[config.mk]
export PLATFORM = sky130hd
export DESIGN_NAME = seg7_scan
export DESIGN_NICKNAME = d
export VERILOG_FILES = /design/src/rtl/seg7_scan.sv
export SDC_FILE = /design/constraint.sdc
export NUM_CORES = 1
export LEC_CHECK = 0
export CAP_MARGIN = 40
export CORE_MARGIN = 1.5
export CORE_UTILIZATION = 53
export CTS_CLUSTER_DIAMETER = 30
export CTS_CLUSTER_SIZE = 24
export DETAILED_ROUTE_END_ITERATION = 16
export PLACE_DENSITY = 0.84
export SYNTH_ARGS = -nofsm -noshare
export SYNTH_HDL_FRONTEND = slang
export SYNTH_SLANG_ARGS = --single-unit
[constraint.sdc]
create_clock -name clk -period 3.5 [get_ports clk]
set_input_delay 0.7 -clock clk [delete_from_list [all_inputs] [get_ports clk]]
set_output_delay 0.7 -clock clk [all_outputs]
set_load 0.01 [all_outputs]
[src/rtl/seg7_scan.sv]
// -----------------------------------------------------------------------------
// seg7_scan
//
// Multiplexed 7-segment display driver. One digit is selected per slot of
// PRESCALE clocks and the digits are visited 0..DIGITS-1 in turn. Each digit
// shows either a hex-decoded nibble or a raw segment byte, with a per-digit
// decimal point and blank. Brightness is a PWM duty within the slot. The first
// cycle of every slot is a dark guard cycle, so segment data never overlaps
// the switch from one anode to the next (anti-ghosting). All display inputs
// are copied into shadow registers once per frame, so a frame never mixes old
// and new values.
//
// Optional feature macro: SEG7_BLINK_EN
//   When defined, adds input 'blink' and parameter BLINK_FRAMES. A blink phase
//   toggles every BLINK_FRAMES completed frames. While the phase is 1, digits
//   with blink=1 are dark as if blanked.
//
// Ports:
//   clk        in   system clock, rising edge
//   rst_n      in   asynchronous active-low reset
//   numbers    in   4*DIGITS  hex nibble per digit, digit i = numbers[4i+:4]
//   raw_segs   in   8*DIGITS  raw segment byte per digit, digit i = raw_segs[8i+:8]
//   raw_mode   in   1 = show raw_segs, 0 = decode numbers
//   dp         in   DIGITS    decimal point per digit
//   blank      in   DIGITS    1 = digit dark for its whole slot
//   brightness in   BRIGHT_W  PWM duty, all-ones = full
//   blink      in   DIGITS    (SEG7_BLINK_EN only) blink enable per digit
//   LED_BITS   out  DIGITS    anode selects, registered, pin polarity
//   LED        out  8         segments {dp,g,f,e,d,c,b,a}, registered, pin polarity
//   frame_tick out  1         one-cycle pulse on the first cycle of each frame
// -----------------------------------------------------------------------------
module seg7_scan #(
   parameter int DIGITS         = 8,
   parameter int PRESCALE       = 1024,
   parameter int BRIGHT_W       = 4,
   parameter bit SEG_ACTIVE_LOW = 1'b1,
   parameter bit AN_ACTIVE_LOW  = 1'b1
`ifdef SEG7_BLINK_EN
   ,
   parameter int BLINK_FRAMES   = 64
`endif
) (
   input  logic                  clk,
   input  logic                  rst_n,
   input  logic [4*DIGITS-1:0]   numbers,
   input  logic [8*DIGITS-1:0]   raw_segs,
   input  logic                  raw_mode,
   input  logic [DIGITS-1:0]     dp,
   input  logic [DIGITS-1:0]     blank,
   input  logic [BRIGHT_W-1:0]   brightness,
`ifdef SEG7_BLINK_EN
   input  logic [DIGITS-1:0]     blink,
`endif
   output logic [DIGITS-1:0]     LED_BITS,
   output logic [7:0]            LED,
   output logic                  frame_tick
);

   localparam int PW = (PRESCALE > 1) ? $clog2(PRESCALE) : 1;
   localparam int IW = (DIGITS > 1) ? $clog2(DIGITS) : 1;

   localparam logic [PW-1:0]     PRE_LAST = PW'(PRESCALE - 1);
   localparam logic [IW-1:0]     IDX_LAST = IW'(DIGITS - 1);

   // XOR masks that turn active-high values into pin levels.
   localparam logic [DIGITS-1:0] AN_INV  = {DIGITS{AN_ACTIVE_LOW}};
   localparam logic [7:0]        SEG_INV = {8{SEG_ACTIVE_LOW}};

   // Scan counters
   logic [PW-1:0]       r_pre_cnt;
   logic [IW-1:0]       r_idx;
   logic                r_first_cyc;

   // Frame snapshot
   logic [4*DIGITS-1:0] r_numbers;
   logic [8*DIGITS-1:0] r_raw_segs;
   logic                r_raw_mode;
   logic [DIGITS-1:0]   r_dp;
   logic [DIGITS-1:0]   r_blank;
   logic [BRIGHT_W-1:0] r_bright;

   // Registered outputs, already at pin polarity
   logic [DIGITS-1:0]   r_led_bits;
   logic [7:0]          r_led;
   logic                r_frame_tick;

   logic                w_slot_end;
   logic                w_frame_end;
   logic                w_capture;
   logic [DIGITS-1:0]   w_blank_eff;
   logic [3:0]          w_nibble;
   logic [7:0]          w_raw;
   logic                w_dp_bit;
   logic                w_blank_bit;
   logic [6:0]          w_hex;
   logic [7:0]          w_seg;
   logic [BRIGHT_W-1:0] w_pre_lo;
   logic                w_lit;
   logic [DIGITS-1:0]   w_an_hot;
   logic [7:0]          w_seg_on;

   assign w_slot_end  = (r_pre_cnt == PRE_LAST);
   assign w_frame_end = w_slot_end && (r_idx == IDX_LAST);
   // The snapshot is taken on the edge that starts a new frame, and once right
   // after reset so the very first frame already has real data.
   assign w_capture   = r_first_cyc || w_frame_end;

   // ---------------------------------------------------------------- counters
   always_ff @(posedge clk or negedge rst_n) begin
      if (!rst_n) begin
         r_pre_cnt   <= '0;
         r_idx       <= '0;
         r_first_cyc <= 1'b1;
      end else begin
         r_first_cyc <= 1'b0;
         if (w_slot_end) begin
            r_pre_cnt <= '0;
            r_idx     <= (r_idx == IDX_LAST) ? '0 : r_idx + IW'(1);
         end else begin
            r_pre_cnt <= r_pre_cnt + PW'(1);
         end
      end
   end

   // ---------------------------------------------------------------- snapshot
   always_ff @(posedge clk or negedge rst_n) begin
      if (!rst_n) begin
         r_numbers  <= '0;
         r_raw_segs <= '0;
         r_raw_mode <= 1'b0;
         r_dp       <= '0;
         r_blank    <= '0;
         r_bright   <= '0;
      end else if (w_capture) begin
         r_numbers  <= numbers;
         r_raw_segs <= raw_segs;
         r_raw_mode <= raw_mode;
         r_dp       <= dp;
         r_blank    <= blank;
         r_bright   <= brightness;
      end
   end

`ifdef SEG7_BLINK_EN
   localparam int BCW = (BLINK_FRAMES > 1) ? $clog2(BLINK_FRAMES) : 1;
   localparam logic [BCW-1:0] BLINK_LAST = BCW'(BLINK_FRAMES - 1);

   logic [BCW-1:0]    r_blink_cnt;
   logic              r_blink_phase;
   logic [DIGITS-1:0] r_blink;

   // Counting frame ends (one cycle ahead of frame_tick) makes the phase flip
   // exactly at a frame boundary, so a frame is never half blinked.
   always_ff @(posedge clk or negedge rst_n) begin
      if (!rst_n) begin
         r_blink_cnt   <= '0;
         r_blink_phase <= 1'b0;
         r_blink       <= '0;
      end else begin
         if (w_capture) begin
            r_blink <= blink;
         end
         if (w_frame_end) begin
            if (r_blink_cnt == BLINK_LAST) begin
               r_blink_cnt   <= '0;
               r_blink_phase <= ~r_blink_phase;
            end else begin
               r_blink_cnt <= r_blink_cnt + BCW'(1);
            end
         end
      end
   end

   assign w_blank_eff = r_blank | (r_blink & {DIGITS{r_blink_phase}});
`else
   assign w_blank_eff = r_blank;
`endif

   // ---------------------------------------------------------- digit select
   always_comb begin
      w_nibble    = '0;
      w_raw       = '0;
      w_dp_bit    = 1'b0;
      w_blank_bit = 1'b0;
      for (int i = 0; i < DIGITS; i++) begin
         if (r_idx == IW'(i)) begin
            w_nibble    = r_numbers[4*i +: 4];
            w_raw       = r_raw_segs[8*i +: 8];
            w_dp_bit    = r_dp[i];
            w_blank_bit = w_blank_eff[i];
         end
      end
   end

   // Hex to segments, bit0 = a .. bit6 = g, active high.
   always_comb begin
      w_hex = 7'h00;
      case (w_nibble)
         4'h0: w_hex = 7'h3F;
         4'h1: w_hex = 7'h06;
         4'h2: w_hex = 7'h5B;
         4'h3: w_hex = 7'h4F;
         4'h4: w_hex = 7'h66;
         4'h5: w_hex = 7'h6D;
         4'h6: w_hex = 7'h7D;
         4'h7: w_hex = 7'h07;
         4'h8: w_hex = 7'h7F;
         4'h9: w_hex = 7'h6F;
         4'hA: w_hex = 7'h77;
         4'hB: w_hex = 7'h7C;
         4'hC: w_hex = 7'h39;
         4'hD: w_hex = 7'h5E;
         4'hE: w_hex = 7'h79;
         4'hF: w_hex = 7'h71;
      endcase
   end

   assign w_seg    = (r_raw_mode ? w_raw : {1'b0, w_hex}) | {w_dp_bit, 7'b000_0000};

   // PRESCALE >= 2**BRIGHT_W guarantees the counter is at least BRIGHT_W wide;
   // its low bits are the position within the PWM period.
   assign w_pre_lo = r_pre_cnt[BRIGHT_W-1:0];
   // pre_cnt == 0 is the guard cycle: the anode just changed, keep everything dark.
   assign w_lit    = !w_blank_bit && (r_pre_cnt != '0) && (w_pre_lo <= r_bright);
   assign w_an_hot = w_lit ? (DIGITS'(1) << r_idx) : '0;
   // Segments are only ever driven together with their anode.
   assign w_seg_on = w_lit ? w_seg : 8'h00;

   // ---------------------------------------------------------------- outputs
   always_ff @(posedge clk or negedge rst_n) begin
      if (!rst_n) begin
         r_led_bits   <= AN_INV;
         r_led        <= SEG_INV;
         r_frame_tick <= 1'b0;
      end else begin
         r_led_bits   <= w_an_hot ^ AN_INV;
         r_led        <= w_seg_on ^ SEG_INV;
         r_frame_tick <= w_frame_end;
      end
   end

   assign LED_BITS   = r_led_bits;
   assign LED        = r_led;
   assign frame_tick = r_frame_tick;

endmodule

# After elaboration in Yosys (flattened, before gate mapping)
# Memories as Yosys holds them, arrays and structs flattened.
# Index checks and enable logic that the tools add are counted.
# totals
rom_bits,112
elab_cells,72
in_bits,119
ff_bits,148
n_memories,1
output_inout_bits,17
# op_classes
n_lt_le_gt_ge,1
shifts,1
n_addsub,2
muxes,37
reduce_logical,7
n_eq_ne,8
bitwise_logic,3
# mem_list
memory,depth,width,read_ports,rd_ports_with_merged_regs,wr,line_no,text
(name not given),16,7,1,0,0,198,case (w_nibble)
# op_table
cell,n
8-bit two-way mux,11
4-bit two-way mux,8
1-bit two-way mux,16
8-bit NOT,2
"3-bit equality test, second input constant",4
"10-bit by 1-bit adder with 10-bit output, second input constant",1
"10-bit equality test, second input constant",1
10-bit two-way mux,1
10-bit nonzero test,1
8-bit OR,1
"1-bit by 3-bit << shifter with 8-bit output, first input constant",1
"3-bit by 2-bit equality test with 1-bit output, second input constant",2
4-bit less-or-equal comparator,1
"3-bit by 1-bit adder with 3-bit output, second input constant",1
"3-bit by 1-bit equality test with 1-bit output, second input constant",1
1-bit logical AND,3
3-bit zero test,1
3-bit two-way mux,1
1-bit zero test,1
1-bit logical OR,1

# Depth between registers and ports, before layout
# Gate-level depths: netlist (run 1).
# logic_depth
word_depth,14
mapped_depth,15
mapped_depth_nobuf,13

# Worst setup path before layout (run 1)
# No wires, ideal clock.
# synth_path
kind,reg2reg
start,register r_idx[2]
end,"register r_led[4], in the netlist LED[4]"
n_path_buf,2
required_ns,3.436
period_less_slack_ns,2.809
path_stages_with_launch,14
path_slack_ns,0.691
arrival_time_ns,2.744
path_cell_list,dfrtp_1 > buf_2 > inv_1 > clkbuf_1 > ha_1 > nor2_1 > a22o_1 > nand2_1 > a31oi_1 > inv_1 > ha_1 > a2111oi_0 > a31oi_1 > nand3_1
# synth_between
elab_chain_len,14
elab_cells_between_ends,40
classes_between,eq/ne (7); mux (26); bitwise (2); reduce/logical (4); memory (1)
# synth_lines
element,line_no,text
from (decl),71,logic [IW-1:0] r_idx;
from (signal assigned),118,r_idx <= (r_idx == IDX_LAST) ? '0 : r_idx + IW'(1);
3-bit zero test,186,if (r_idx == IW'(i)) begin
4-bit two-way mux / 1-bit two-way mux (equally long branches) (8 in series),186,
memory 16 x 7 bit / 1-bit zero test (equally long branches),--,
8-bit two-way mux / 1-bit logical AND (equally long branches),"218, 224",
8-bit OR / 1-bit logical AND (equally long branches),"218, 224",
8-bit two-way mux (*),227,assign w_seg_on = w_lit ? w_seg : 8'h00;
8-bit NOT (no line) (*),--,
to (signal assigned),237,r_led <= w_seg_on ^ SEG_INV;
to (decl),84,logic [7:0] r_led;
# Mark *: on every way between the ends. The rest lies on a longest branch, timed or not.
# A chain may end at the register's enable or synchronous reset.

# Worst setup path after layout (run 1)
# layout_path
start,register r_idx[0]
end,"register r_led[4], in the netlist LED[4]"
# The elaborated chain is that of the path after synthesis.

==> results.yml, run 1 <==
pwr:
  p_int_mw: 3.47
  clkPwrFrac_pct: 42.8
  cellPowerDensity_nw_per_um2: 479
  p_total_mw: 4.49
  power.switching_mw: 1.02
  seq_power_share_pct: 44.3
  p_leak_nw: 3.96
  ir_drop_mv: 0.334
  switching_share_pct: 22.8
  combinationalPowerShare_pct: 12.9
die:
  die_y_um: 120
  core.rowCount: 42
  coreArea_um2: 13300
  dieArea_um2: 14300
  initial_core_util_pct: 54.3
  die_width_um: 120
  io_pins: 136
detailed_routing:
  wl_per_cell_um: 19.9
  drc: 0
  routed_via_density: 5.90
  drt_iter0_markers: 502
  dr.pass1.iters: 6
  postRouteAntennaNets: 0
  vias: 5485
  wl_mm: 18.5
outcome:
  status: "finished clean"
place:
  portBuffers: 135
  dp_hpwl_mm: 12.9
  place_congestion: 0.942
timing:
  maxSlewHeadroom_pct: 44.9
  hold_violations: 0
  finalCritPeriodShare_pct: 87.3
  rsz0062_at_grt: "no"
  drv_slew: 0
  worstMarginPinSlew_ns: 0.827
  fin_tns_setup_ns: 0
  fmax_ghz: 0.327
  setup_violations: 0
  min_period_ns: 3.06
  finalClockSkew_ns: 0.00896
yosys:
  syn_inst: 610
  synthArstFlopShare_pct: 100
  synthesis.nets: 747
  yosysUniqueCellTypes: 63
  yosys_warnings: 0
  synthesis.area_um2: 7220
  avgSynthCellArea_um2: 11.8
  synth-edff-count: 0
  ys_seq_area_share_pct: 51.6
  ys_ff_latch: 148
  synth_ff_type: "dfrtp_1"
worst_setup_path:
  endpoint_kind: "flop"
  r2r-start: "r_idx[0]"
  cp_data_required_time_ns: 3.87
  start_kind: "flop"
  rrSetupSlack_ns: 0.44
  worstSetupPathType: "flop to flop"
  cp.arrival_ns: 3.42
  crit_fanout: 15
  timing.rr.end: "LED[4]"
  reg2reg_depth: 11
clock_network:
  cts_max_path_buffers: 2
  clkSinkCount: 148
  post_cts_resized: 0
  numCtsBuffers: 17
  hold_buffers: 0
  post-cts-setup-buffers: 0
  htreeDepth: 4
  cts_tree: "built"
  cts-root-buf: "clkbuf_16"
  clk_latency_ns: 0.43
  path_clk_slew_ns: 0.06
grt:
  antenna_found_initial: 0
  grt_usage_pct: 27.3
  first_global_vias: 5580
  grt_max_degree: 94
  grt_pass1_wl_mm: 29.6
  gr-total-overflow: 0
cells_and_area:
  diodes: 0
  final_cell_mix: "clkdlybuf4s50_1 (134), dfrtp_1 (131), mux2_2 (88)"
  final_nets: 879
  drive_gt1_share_pct: 25.1
  areaGrowthSynthToFinish_pct: 29.9
  final_common_cell: "clkdlybuf4s50_1"
job:
  maxCapViolations: 0
min_path:
  hold_path.class: "input pin to asynchronous set/reset pin"
cell usage after synthesis (4+ instances only):
| master | number | share of area, % |
|---|---|---|
| a21oi_1 | 38 | 2.6 |
| a221oi_1 | 5 | 0.61 |
| a31oi_1 | 11 | 0.95 |
| buf_2 | 21 | 1.5 |
| buf_6 | 4 | 0.62 |
| clkbuf_1 | 11 | 0.57 |
| dfrtp_1 | 131 | 45 |
| dfstp_2 | 17 | 6.2 |
| ha_1 | 18 | 3.1 |
| inv_1 | 21 | 1.1 |
| mux2_2 | 88 | 14 |
| mux2_4 | 30 | 6.2 |
| nand2_1 | 47 | 2.4 |
| nand3_1 | 14 | 0.97 |
| nand3b_1 | 4 | 0.42 |
| nand4_1 | 5 | 0.43 |
| nor2_1 | 23 | 1.2 |
| nor2b_1 | 9 | 0.78 |
| o211ai_1 | 10 | 1.0 |
| o21ai_0 | 31 | 2.1 |
| o221ai_1 | 5 | 0.61 |
| o22ai_1 | 4 | 0.35 |
| xnor2_1 | 4 | 0.48 |
registers in the layout, indices dropped and copies added, names as in the netlist:
signal / cells
r_raw_segs: 64
r_numbers: 32
r_pre_cnt: 10
LED: 8
LED_BITS: 8
r_blank: 8
r_dp: 8
r_bright: 4
r_idx: 3
frame_tick: 1
r_first_cyc: 1
r_raw_mode: 1
metrics by stage:
step | instance area, um^2 | std cells | hold WS, ns | setup slack (ns) | util (%)
2_1_floorplan | 7220 | 610 | 0.404 | 0.691 | -
3_3_place_gp | 8760 | 899 | 0.483 | 0.823 | 65.9
3_5_place_dp | 8760 | 899 | 0.488 | 0.560 | 65.9
4_1_cts | 9390 | 930 | 0.377 | 0.544 | 70.6
5_1_grt | 9390 | 930 | 0.427 | 0.209 | 70.6
6_report | 9390 | 930 | 0.349 | 0.444 | 70.6
final cells by class:
cell class / count / area [um^2]
Fill cell: 900 / 3910
Sequential cell: 148 / 3720
Multi-Input combinational cell: 402 / 3220
Timing Repair Buffer: 152 / 1520
Clock buffer: 22 / 474
Tap cell: 176 / 220
Clock inverter: 9 / 151
Inverter: 21 / 78.8
worst max-delay path, cell delays in order, from the launching register on:
cell and delay (ns):
dfrtp_1 0.41, inv_1 0.14, ha_1 0.53, or2_1 0.22, a22o_1 0.14, o31ai_1 0.06, a31oi_1 0.43, inv_1 0.19
ha_1 0.25, a2111oi_0 0.40, a31oi_1 0.10, nand3_1 0.12
cells by family after synthesis:
kind of cell,Yosys count,share of synthesized area (%)
and+or+nand+nor,122,8.16
xor gates and xnor gates,7,0.849
adders and majority gates,18,3.12
buffers and inverters,60,3.95
AOI/OAI and AO/OA,133,12.0
DFF,148,51.6
other,1,0.0519
muxes,121,20.4
how the worst max path moves through the flow:
stage | from | endpoint | slack, ns | depth (start not counted)
2_1_floorplan | r_idx[2] | LED[4] | 0.69 | 13
3_3_place_gp | r_idx[0] | LED[4] | 0.82 | 11
3_5_place_dp | r_idx[0] | LED[4] | 0.56 | 11
4_1_cts | r_idx[0] | LED[4] | 0.54 | 11
5_1_grt | r_idx[0] | LED[4] | 0.21 | 11
6_report | r_idx[0] | LED[4] | 0.44 | 11
layer usage:
layer	routed length, um	vias to the layer above	track usage, %
met5	0	-	0
met4	629	0	12.6
met3	1350	59	6.46
met2	9120	307	44.2
met1	7360	2663	34.8
li1	-	2456	-
power groups by stage:
stage / sequential [mW] / clock, mW / combinational (mW)
3_3_place_gp: 2.01 / 0 / 0.553
5_1_grt: 2.00 / 2.01 / 0.626
3_5_place_dp: 2.01 / 0 / 0.575
4_1_cts: 1.99 / 1.94 / 0.582
2_1_floorplan: 1.97 / 0 / 0.306
6_report: 1.99 / 1.92 / 0.580
Note: power is estimated with default switching activity, not from simulation.
==> run 2, diff against run 1 <==
--- a/config.mk
+++ b/config.mk
@@ -11,7 +11,9 @@
 export CTS_CLUSTER_DIAMETER = 30
 export CTS_CLUSTER_SIZE = 24
 export DETAILED_ROUTE_END_ITERATION = 16
+export MAX_ROUTING_LAYER = met4
 export PLACE_DENSITY = 0.84
+export RECOVER_POWER = 50
 export SYNTH_ARGS = -nofsm -noshare
 export SYNTH_HDL_FRONTEND = slang
 export SYNTH_SLANG_ARGS = --single-unit
==> run 2 against run 1 <==
Effect of this change:
- the run now ends with capacitance limit, slew limit left
- setup slack better by 0.079 ns
- sequential power about the same
- total power up 2.9%
- cell count unchanged
- worst hold slack better by 0.16 ns
- clock power up 7%
- design area about the same
- register-to-register slack better by 0.08 ns
- critical path depth down 1
- critical endpoint is now LED[0]
- largest cell class unchanged
- largest power group is now the clock network
==> results.yml, run 2 (same netlist as run 1, synthesis figures left out) <==
outcome:
  status: "finished, violations left"
  violations: "capacitance limit, slew limit"
timing:
  rsz0062_at_grt: "no"
  finalClockSkew_ns: 0.00946
  hold_violations: 0
  fin_tns_setup_ns: 0
  fmax_ghz: 0.336
  finalCritPeriodShare_pct: 85.1
  maxSlewHeadroom_pct: -13.8
  drv_slew: 71
  worstMarginPinSlew_ns: 1.71
  min_period_ns: 2.98
  setup_violations: 0
  final.setup.worst_slack_ns: 0.523
cells_and_area:
  largest-register: "r_raw_segs"
  final_common_cell: "clkdlybuf4s50_1"
  final_nets: 878
  instances_no_fill: 930
  final_cell_mix: "clkdlybuf4s50_1 (134), dfrtp_1 (131), mux2_2 (88)"
  multiInputGateArea_um2: 3210
  fillCellCount: 876
  design_area_um2: 9390
  largest_reg_flops: 64
  seq_area_um2: 3720
  reg.largest.list: "r_raw_segs (64), r_numbers (32), r_pre_cnt (10)"
  diodes: 0
  drive_gt1_share_pct: 24.9
  areaGrowthSynthToFinish_pct: 29.9
worst_setup_path:
  timing.rr.end: "LED[0]"
  worstSetupPathType: "flop to flop"
  critPathTopFamily: "compound AO/OA/AOI/OAI gates"
  path_buf_inv: 3
  crit_top_cell: "inv_1"
  reg2reg_depth: 10
  critPathSlowestCell: "ha_1"
  slowest_delay_ns: 0.42
  crit_fanout: 36
  r2r-start: "r_idx[1]"
  start_kind: "flop"
  crit_start: "r_idx[1]"
  endpoint_kind: "flop"
  cp_data_required_time_ns: 3.85
  rrSetupSlack_ns: 0.52
  path_cells: "inv_1 > ha_1 > buf_4 > inv_1 > o21ai_0 > a21oi_1 > a221oi_4 > nor2_1 > a32oi_1 > nand3_1"
  cp.arrival_ns: 3.32
grt:
  grt_pass1_wl_mm: 29.2
  grt_usage_pct: 27.3
  antenna_found_initial: 0
  gr-total-overflow: 0
  grt_max_degree: 80
  first_global_vias: 5510
place:
  placed_area_um2: 8740
  dpl_worst_slack_ns: 0.669
  dp_cells: 898
  place_congestion: 0.923
  dp_hpwl_mm: 13.0
  portBuffers: 135
detailed_routing:
  routed_via_density: 5.88
  vias: 5469
  wl_per_cell_um: 19.5
  postRouteAntennaNets: 0
  drt_iter0_markers: 648
  wl_mm: 18.1
  drc: 0
  dr.pass1.iters: 6
clock_network:
  post_cts_resized: 0
  cts-root-buf: "clkbuf_16"
  cts_tree: "built"
  post-cts-setup-buffers: 0
  htreeDepth: 4
  hold_buffers: 0
  cts_max_path_buffers: 2
  numCtsBuffers: 17
  clkSinkCount: 148
  path_clk_slew_ns: 0.06
  clk_latency_ns: 0.43
pwr:
  p_leak_nw: 3.95
  switching_share_pct: 22.7
  p_total_mw: 4.63
  cellPowerDensity_nw_per_um2: 493
  clkPwrFrac_pct: 44.5
  p_int_mw: 3.58
  combinationalPowerShare_pct: 12.3
  ir_drop_mv: 0.411
  power.switching_mw: 1.05
  seq_power_share_pct: 43.2
min_path:
  hold_path.class: "flop to flop"
  hold_path_startpoint: "r_raw_segs[55]"
  hold_end: "r_raw_segs[55]"
  hold_depth: 1
job:
  maxCapViolations: 1
die:
  io_pins: 136
  coreArea_um2: 13300
  die_width_um: 120
  core.rowCount: 42
  dieArea_um2: 14300
  initial_core_util_pct: 54.3
  die_y_um: 120
==> run 2: cell types whose count changed in the layout (fill, tap and decap cells not counted), moves of 2 or more <==
| cell | delta |
|---|---|
| buf_12 | -2 |
| bufinv_16 | +2 |
| clkbuf_8 | -2 |
| clkinv_2 | -2 |
| clkinvlp_4 | +5 |
==> run 2: how the worst max path moves through the flow <==
stage | endpoint | slack, ns | cells past startpoint
final | LED[0] | 0.52 | 10
after global routing | LED[4] | 0.30 | 11
after CTS | LED[4] | 0.62 | 11
after detailed placement | LED[0] | 0.67 | 10
after global placement | LED[4] | 0.82 | 11
after floorplan | LED[4] | 0.69 | 13
==> run 2: worst register-to-register path: stages (launching register included) <==
cell	delay, ns
dfrtp_1	0.40
inv_1	0.11
ha_1	0.42
buf_4	0.41
inv_1	0.19
o21ai_0	0.24
a21oi_1	0.14
a221oi_4	0.41
nor2_1	0.18
a32oi_1	0.29
nand3_1	0.11
==> run 2: power groups by stage <==
stage                     Clock, mW  Combinational [mW]  Sequential, mW
final                          2.06               0.568            2.00
after global routing           2.16               0.613            2.01
after CTS                      2.08               0.572            1.99
after detailed placement          0               0.566            2.02
after global placement            0               0.545            2.01
after floorplan                   0               0.306            1.97
==> run 2: through the flow <==
step | util (%) | hold slack (ns)
2_1_floorplan | - | 0.404
3_3_place_gp | 65.7 | 0.483
3_5_place_dp | 65.7 | 0.494
4_1_cts | 70.8 | 0.282
5_1_grt | 70.6 | 0.525
6_report | 70.6 | 0.510
==> run 2: routing by layer <==
metal / share of wire, % / vias to the layer above / track usage [%]
li1: - / 2459 / -
met1: 41 / 2684 / 35.5
met2: 49 / 285 / 42.8
met3: 6.9 / 41 / 6.32
met4: 2.5 / 0 / 8.56
met5: 0 / - / -
==> run 2: area by class of cell <==
type | count | area share (%)
flip-flops and latches | 148 | 39.7
multi-input cells | 402 | 34.2
repair buffers | 151 | 15.8
clock buffers | 19 | 4.72
clock inverters | 13 | 2.45
well taps | 176 | 2.35
inverters | 21 | 0.840
==> run 3, diff against run 2 <==
==> constraint.sdc (replaced) <==
create_clock -name clk -period 3.5 [get_ports clk]
set_input_delay 0.35 -clock clk [delete_from_list [all_inputs] [get_ports clk]]
set_output_delay 0.35 -clock clk [all_outputs]
set_load 0.01 [all_outputs]
==> run 3 against run 2 <==
Effect of this change:
- the run still ends with capacitance limit, slew limit left
- sequential share of layout area grew 0.23 points
- worst hold slack lost 0.0010 ns
- die area is the same
- clock skew grew 0.0063 ns
- via count shrank 1.2%
- clock-buffer cell count grew 4
- critical path type unchanged
- largest power group is now sequential cells
==> results.yml, run 3 (same netlist as run 1, synthesis figures left out) <==
outcome:
  status: "finished, violations left"
  violations: "capacitance limit, slew limit"
min_path:
  hold_path.class: "flop to flop"
clock_network:
  numCtsBuffers: 17
  cts_tree: "built"
  cts_max_path_buffers: 2
  post_cts_resized: 0
  clkSinkCount: 148
  hold_buffers: 0
  post-cts-setup-buffers: 0
  cts-root-buf: "clkbuf_16"
  path_clk_slew_ns: 0.06
  htreeDepth: 4
  clk_latency_ns: 0.43
timing:
  min_period_ns: 3.00
  finalClockSkew_ns: 0.0158
  hold_violations: 0
  fmax_ghz: 0.334
  holdWs_ns: 0.509
  drv_slew: 95
  setup_violations: 0
  worstMarginPinSlew_ns: 2.33
  fin_tns_setup_ns: 0
  finalCritPeriodShare_pct: 85.6
  rsz0062_at_grt: "no"
  maxSlewHeadroom_pct: -55.6
worst_setup_path:
  rrSetupSlack_ns: 0.50
  start_kind: "flop"
  path_buf_inv: 3
  crit_fanout: 19
  slowest_delay_ns: 0.58
  critPathTopFamily: "compound AO/OA/AOI/OAI gates"
  path_cells: "inv_1 > ha_1 > o21ai_0 > a311oi_1 > o21a_1 > inv_1 > ha_1 > inv_1 > mux2i_1 > a32oi_1 > nand3_1"
  endpoint_kind: "flop"
  cp_data_required_time_ns: 3.84
  crit_top_cell: "inv_1"
  cp.arrival_ns: 3.33
  worstSetupPathType: "flop to flop"
  critPathSlowestCell: "ha_1"
place:
  dp_hpwl_mm: 12.8
  place_congestion: 0.941
  portBuffers: 135
cells_and_area:
  final_cell_mix: "clkdlybuf4s50_1 (133), dfrtp_1 (131), mux2_2 (88)"
  drive_gt1_share_pct: 24.6
  largest-register: "r_raw_segs"
  diodes: 0
  final_nets: 879
  largest_reg_flops: 64
  fillCellCount: 947
  reg.largest.list: "r_raw_segs (64), r_numbers (32), r_pre_cnt (10)"
  final_util_pct: 70.2
  areaGrowthSynthToFinish_pct: 29.2
  final_common_cell: "clkdlybuf4s50_1"
die:
  io_pins: 136
  coreArea_um2: 13300
  dieArea_um2: 14300
  core.rowCount: 42
  initial_core_util_pct: 54.3
  die_width_um: 120
  die_y_um: 120
grt:
  gr-total-overflow: 0
  grt_pass1_wl_mm: 29.1
  grt_usage_pct: 27.3
  grt_max_degree: 96
  first_global_vias: 5453
  antenna_found_initial: 0
detailed_routing:
  wl_mm: 18.1
  drt_iter0_markers: 580
  drc: 0
  routed_via_density: 5.80
  dr.pass1.iters: 6
  vias: 5402
  postRouteAntennaNets: 0
  wl_per_cell_um: 19.5
pwr:
  cellPowerDensity_nw_per_um2: 472
  p_leak_nw: 3.93
  ir_drop_mv: 0.364
job:
  maxCapViolations: 1
==> run 3: per-layer routing <==
metal,global-route usage (%),vias to the layer above,wire [um]
met2,42.4,264,8770
met5,-,-,0
li1,-,2447,-
met1,35.4,2636,7630
met3,5.94,55,1180
met4,10.1,0,545
==> run 3: area by class of cell <==
class | instances | area [um^2] | share of cell area [%]
Sequential cell | 148 | 3720 | 39.9
Multi-Input combinational cell | 402 | 3210 | 34.4
Timing Repair Buffer | 152 | 1500 | 16.1
Clock buffer | 23 | 468 | 5.01
Tap cell | 176 | 220 | 2.36
Clock inverter | 9 | 130 | 1.39
Inverter | 21 | 78.8 | 0.845
==> run 3: stage by stage <==
| stage | total power, mW | area [um^2] | instances | setup WS [ns] |
|---|---|---|---|---|
| 6_report | 4.41 | 9330 | 931 | 0.503 |
| 5_1_grt | 4.57 | 9330 | 931 | 0.228 |
| 4_1_cts | 4.44 | 9350 | 931 | 0.557 |
| 3_5_place_dp | 2.58 | 8750 | 899 | 0.604 |
| 3_3_place_gp | 2.57 | 8750 | 899 | 0.731 |
| 2_1_floorplan | 2.27 | 7220 | 610 | 0.691 |
==> run 3: worst reg2reg max path: cells and delay by family, from the launching register on <==
family / cells / cell delay, ns
buffers and inverters: 3 / 0.35
and+or+nand+nor: 1 / 0.10
DFF: 1 / 0.40
muxes: 1 / 0.10
adders and majority gates: 2 / 0.81
AOI/OAI and AO/OA: 4 / 1.15
==> run 3: final timing paths <==
path,from,end,cells after the start
max,r_idx[1],LED[0],11
min,r_pre_cnt[6],r_pre_cnt[6],1
max reg2reg,r_idx[1],LED[0],11
min reg2reg,r_pre_cnt[6],r_pre_cnt[6],1
max in group asynchronous,rst_n,r_raw_segs[56],1
min in group asynchronous,rst_n,r_numbers[13],1
==> run 3: power by group <==
part / leakage (nW) / internal [mW] / switching (mW)
Clock: 0.279 / 1.16 / 0.689
Sequential: 1.72 / 1.88 / 0.110
Combinational: 1.93 / 0.349 / 0.225
Total: 3.93 / 3.38 / 1.02
